[src/rtl/stage2_add_tree.sv]
// Pipelined signed adder tree: NUM_IN channels plus a carried bias to one
// result per en=1 cycle, with saturate/wrap narrowing and optional ReLU.
// Ports: clk, rst_n (sync, active-low), en (advance), in_valid, in_data
// (NUM_IN*DW packed signed), bias (OUT_W), relu -> out_valid, out_data, sat_flag.
module stage2_add_tree #(
  parameter int NUM_IN = 6,
  parameter int DW     = 12,
  parameter int OUT_W  = 12,
  parameter int SAT    = 1
) (
  input  logic                 clk,
  input  logic                 rst_n,
  input  logic                 en,
  input  logic                 in_valid,
  input  logic [NUM_IN*DW-1:0] in_data,
  input  logic [OUT_W-1:0]     bias,
  input  logic                 relu,
  output logic                 out_valid,
  output logic [OUT_W-1:0]     out_data,
  output logic                 sat_flag
);

  localparam int LVL = $clog2(NUM_IN);
  localparam int IW  =
    ((DW + LVL) > OUT_W ? DW + LVL : OUT_W) + 1;

  localparam logic signed [IW-1:0] MAXV =
    {{(IW-OUT_W+1){1'b0}}, {(OUT_W-1){1'b1}}};
  localparam logic signed [IW-1:0] MINV =
    {{(IW-OUT_W+1){1'b1}}, {(OUT_W-1){1'b0}}};

  // element count at tree level l
  function automatic int cnt(input int l);
    return (NUM_IN + (1 << l) - 1) >> l;
  endfunction

  logic [LVL:0]     vq;
  logic [OUT_W-1:0] bq [LVL+1];

  genvar l;
  generate
    for (l = 0; l <= LVL; l++) begin : g_lvl
      localparam int N = cnt(l);
      logic signed [IW-1:0] v [N];

      if (l == 0) begin : g_in
        always_ff @(posedge clk) begin
          if (!rst_n) begin
            for (int k = 0; k < N; k++)
              v[k] <= '0;
          end else if (en) begin
            for (int k = 0; k < N; k++)
              v[k] <= {{(IW-DW){in_data[k*DW+DW-1]}},
                       in_data[k*DW +: DW]};
          end
        end
      end else begin : g_add
        localparam int NP = cnt(l - 1);
        // zero-padded copy: an odd leftover adds zero, i.e. passes through
        logic signed [IW-1:0] p [2*N];

        always_comb begin
          for (int k = 0; k < 2*N; k++)
            p[k] = '0;
          for (int k = 0; k < NP; k++)
            p[k] = g_lvl[l-1].v[k];
        end

        always_ff @(posedge clk) begin
          if (!rst_n) begin
            for (int k = 0; k < N; k++)
              v[k] <= '0;
          end else if (en) begin
            for (int k = 0; k < N; k++)
              v[k] <= p[2*k] + p[2*k+1];
          end
        end
      end
    end
  endgenerate

  always_ff @(posedge clk) begin
    if (!rst_n) begin
      vq <= '0;
      for (int k = 0; k <= LVL; k++)
        bq[k] <= '0;
    end else if (en) begin
      vq    <= {vq[LVL-1:0], in_valid};
      bq[0] <= bias;
      for (int k = 1; k <= LVL; k++)
        bq[k] <= bq[k-1];
    end
  end

  logic signed [IW-1:0] sum_f;
  logic signed [IW-1:0] bias_x;
  logic signed [IW-1:0] s;
  logic                 hi;
  logic                 lo;
  logic [OUT_W-1:0]     nar;
  logic [OUT_W-1:0]     res;
  logic                 flag;

  assign sum_f  = g_lvl[LVL].v[0];
  assign bias_x = {{(IW-OUT_W){bq[LVL][OUT_W-1]}}, bq[LVL]};
  assign s      = sum_f + bias_x;

  always_comb begin
    hi   = (s > MAXV);
    lo   = (s < MINV);
    flag = hi | lo;
    nar  = s[OUT_W-1:0];
    if (SAT != 0) begin
      if (hi)
        nar = MAXV[OUT_W-1:0];
      else if (lo)
        nar = MINV[OUT_W-1:0];
    end
    res = nar;
    if (relu && nar[OUT_W-1])
      res = '0;
  end

  always_ff @(posedge clk) begin
    if (!rst_n) begin
      out_valid <= 1'b0;
      out_data  <= '0;
      sat_flag  <= 1'b0;
    end else if (en) begin
      if (vq[LVL]) begin
        out_valid <= 1'b1;
        out_data  <= res;
        sat_flag  <= flag;
      end else begin
        out_valid <= 1'b0;
        sat_flag  <= 1'b0;
      end
    end
  end

endmodule
[config.mk]
export PLATFORM = sky130hd
export DESIGN_NAME = stage2_add_tree
export DESIGN_NICKNAME = d
export VERILOG_FILES = /design/src/rtl/stage2_add_tree.sv
export SDC_FILE = /design/constraint.sdc
export NUM_CORES = 1
export LEC_CHECK = 0
export BUFFER_PORTS_ARGS = -buffer_cell sky130_fd_sc_hd__buf_2
export CAP_MARGIN = 10
export CORE_MARGIN = 2
export CORE_UTILIZATION = 40
export CTS_CLUSTER_SIZE = 12
export DETAILED_ROUTE_END_ITERATION = 16
export GPL_TIMING_DRIVEN = 0
export PLACE_DENSITY_LB_ADDON = 0.12
export SYNTH_ARGS = -nofsm -noshare
export SYNTH_HDL_FRONTEND = slang
export SYNTH_SLANG_ARGS = --single-unit
[constraint.sdc]
create_clock -name clk -period 7.6 [get_ports clk]
set_input_delay 0.38 -clock clk [delete_from_list [all_inputs] [get_ports clk]]
set_output_delay 0.38 -clock clk [all_outputs]
set_load 0.005 [all_outputs]
==> impl_results.md <==
* Status: finished, final reports clean
* CTS sink count at 234
* Crit-path leading delay family: compound AO/OA/AOI/OAI gates
* Via/cell ratio at 5.096
* Post-Syn Instances at 992
* Synth cell types at 56
* Syn Nets at 1,168
* Ys async rst share at 0
* Wirelength per Cell at 16.94 um
* Initial antenna violation count at 0
* Clock-pin slew on the worst setup and hold paths at 0.06 ns
* Root Driver: clkbuf_16
* Slowest cell on the critical path: o21ai_0
* Die Width at 176.9 um
* Core Area at 0.02956 mm2
* Longest Clk Path Bufs at 3
* Maximum vdd drop at 130.9 uV
* Hold Fails Final Rpt at 0
* Crit Path Max Fanout at 3
* Vias in the first global route at about 7,700
* Hold Crit Class: input port to flop
* Register bit total from synthesis at 234
* Most frequent cells after synthesis: edfxtp_1 (216), and3_1 (145), ha_1 (81)
* Worst-skew pair later-pin latency at 0.53 ns
* Final hold slack at 0.1279 ns
* Critical setup path kind: flop to flop
* Final Setup Violations at 0
* Top-count cell post-synth: edfxtp_1
* RSZ-0062 raised after global routing: no
* Yosys top cell by area: edfxtp_1
* Gpl congestion at 0.7836
* H-tree levels at 1
* Placed Cells at about 1,500
* Seq/Total Area, Yosys at 0.5726
* Initial core utilization at 0.4045
* Tightest Pin Transition at 1.097 ns
* Setup TNS Final at 0 ns
* Number of synthesized flops with an enable pin at 216
* Area delta synth->final at 16.23%
* Routed WL at 26,030 um
* Minimum clock period at 3.026 ns
* CP cell instances: ha_1, inv_1, fa_1, nor2b_1, o21ai_0, a21boi_0, o21ai_0, a21boi_0, o21a_1, nor2_1, o21ai_0, mux2i_1
* Leak at approximately 6.3 nW
* Main synth FF type: edfxtp_1
* Via count at 7,827
* Ratio of cells with drive above 1 in the final layout at 0.1396
* Avg Cell Area, Syn at 12.05 um2
* Io pins at 103
* Worst path bufs/invs at 1
* Clk_skew at 0.01018 ns
* Max-cap violations at 0
* Period utilization at 0.3982
* Fmax at 330.4 MHz
* Port Buffers at 101
* Hpwl dp at around 19,000 um
* DIE AREA at 0.03129 mm2
* Grt ovf at 0
* WP data arrival at 3.29 ns
* Yosys Warn Count at 0
* Most common cell on crit path: o21ai_0
* Total GRT Usage at 0.1694
* Chip height at 176.9 um
* CTS tree: done
* Drt pass-1 iters at 5
* CP Data Required Time at ~7.9 ns
* Synth area leaders: edfxtp_1 (54%), ha_1 (8.5%), and3_1 (7.6%), dfxtp_1 (3.0%), xnor2_1 (2.4%)
* N_diodes at 0
* Mapped Area at 0.01196 mm2
* Final cell count without fillers at between 1,500 and 2,000
* Routed Antenna Nets at 0
* # resized after CTS at 0
* Total CTS buffers at 27
* Worst path max stage delay at 0.43 ns
* Largest net degree at the start of global routing at 63
* Hold-fix buffers at CTS at 0
* First-pass GRT wire length at around 41,000 um
* Yosys top cell area share at 0.5425
* CP endpoint kind: flop
* Critical Path Start Type: flop
* Final Max Tran Viols at 0
* Post-CTS setup buffer count at 0
* Slew HR at 0.2686
* Power Density at 237.0 mW/mm2
* Num rows at 63
* Nets at roughly 1,300
* Detailed Route Iter0 Violations at 510
* Post-route DRC at 0
[cells in the final DEF (no fill, tap or decap), drive strengths merged, types with 15 or more instances in the layout]
| master | count |
|---|---|
| a21o | 24 |
| a21oi | 39 |
| and3 | 145 |
| buf | 106 |
| clkbuf | 72 |
| dfxtp | 18 |
| edfxtp | 216 |
| ha | 81 |
| inv | 34 |
| nand2 | 43 |
| nand2b | 20 |
| nor2 | 71 |
| nor2b | 15 |
| nor3 | 27 |
| o21ai | 42 |
| xnor2 | 33 |
| xor2 | 22 |
[metal layers]
layer  share of wire  track usage
met1            0.49       0.2468
met2            0.45       0.2658
met3           0.041      0.02341
met4           0.019      0.04545
met5               0            0
[final timing paths]
| check | from | end | slack, ns | cells past startpoint |
|---|---|---|---|---|
| worst max-delay path | g_lvl[0].v[3][0]$_SDFFCE_PN0P_ | g_lvl[1].v[0][26]$_SDFFCE_PN0P_ | 4.57 | 12 |
| worst min register to register | out_data[0]$_SDFFE_PN0P_ | out_data[0]$_SDFFE_PN0P_ | 0.45 | 2 |
| worst max register to register | g_lvl[0].v[3][0]$_SDFFCE_PN0P_ | g_lvl[1].v[0][26]$_SDFFCE_PN0P_ | 4.57 | 12 |
| worst min-delay path | in_valid | vq[0]$_SDFFE_PN0P_ | 0.13 | 3 |
[cell type report]
type	instances	area [um2]
timing repair buffer	104	588.1
clock buffer	32	694.4
inverter	33	123.9
multi-input combinational	683	4836
clock inverter	18	162.7
sequential	234	6847
fill	2762	15660
buffer	42	157.7
tap	390	488.0
[power breakdown]
part / switching (mW) / internal (mW) / leakage [nW]
clock: 0.507 / 0.751 / 0.420
sequential: 0.0347 / 1.52 / 2.51
combinational: 0.276 / 0.206 / 3.34
total: 0.817 / 2.48 / 6.28
[per-stage QoR]
| step | setup slack (ns) | total power [mW] | util | instance area, um2 |
|---|---|---|---|---|
| 2_1_floorplan | 0.8847 | 1.934 | - | 11960 |
| 3_3_place_gp | -2.019 | 2.076 | 0.4381 | 12950 |
| 3_5_place_dp | 4.351 | 2.066 | 0.4411 | 13040 |
| 4_1_cts | 4.582 | 3.332 | 0.4701 | 13900 |
| 5_1_grt | 4.270 | 3.445 | 0.4701 | 13900 |
| 6_report | 4.574 | 3.294 | 0.4701 | 13900 |
[cells by family after synthesis]
logic type,share of synthesized area
xor gates and xnor gates,0.04029
muxes,0.006698
buffers and inverters,0.02355
DFF,0.5726
and+or+nand+nor,0.1595
AOI/OAI and AO/OA,0.1026
adders and majority gates,0.09481
[worst register-to-register path, stage by stage, from the launching register on]
cell and delay (ns):
edfxtp_1 0.34, ha_1 0.17, inv_1 0.06, fa_1 0.37, nor2b_1 0.15, o21ai_0 0.12
a21boi_0 0.25, o21ai_0 0.17, a21boi_0 0.32, o21a_1 0.15, nor2_1 0.07, o21ai_0 0.44
mux2i_1 0.15
[registers in the layout, summed over array words and instances, names as in the netlist]
| name | flops |
|---|---|
| out_valid | 1 |
| bq | 48 |
| sat_flag | 1 |
| vq | 4 |
| g_lvl.v | 168 |
| out_data | 12 |
(Power assumes the default switching activity.)
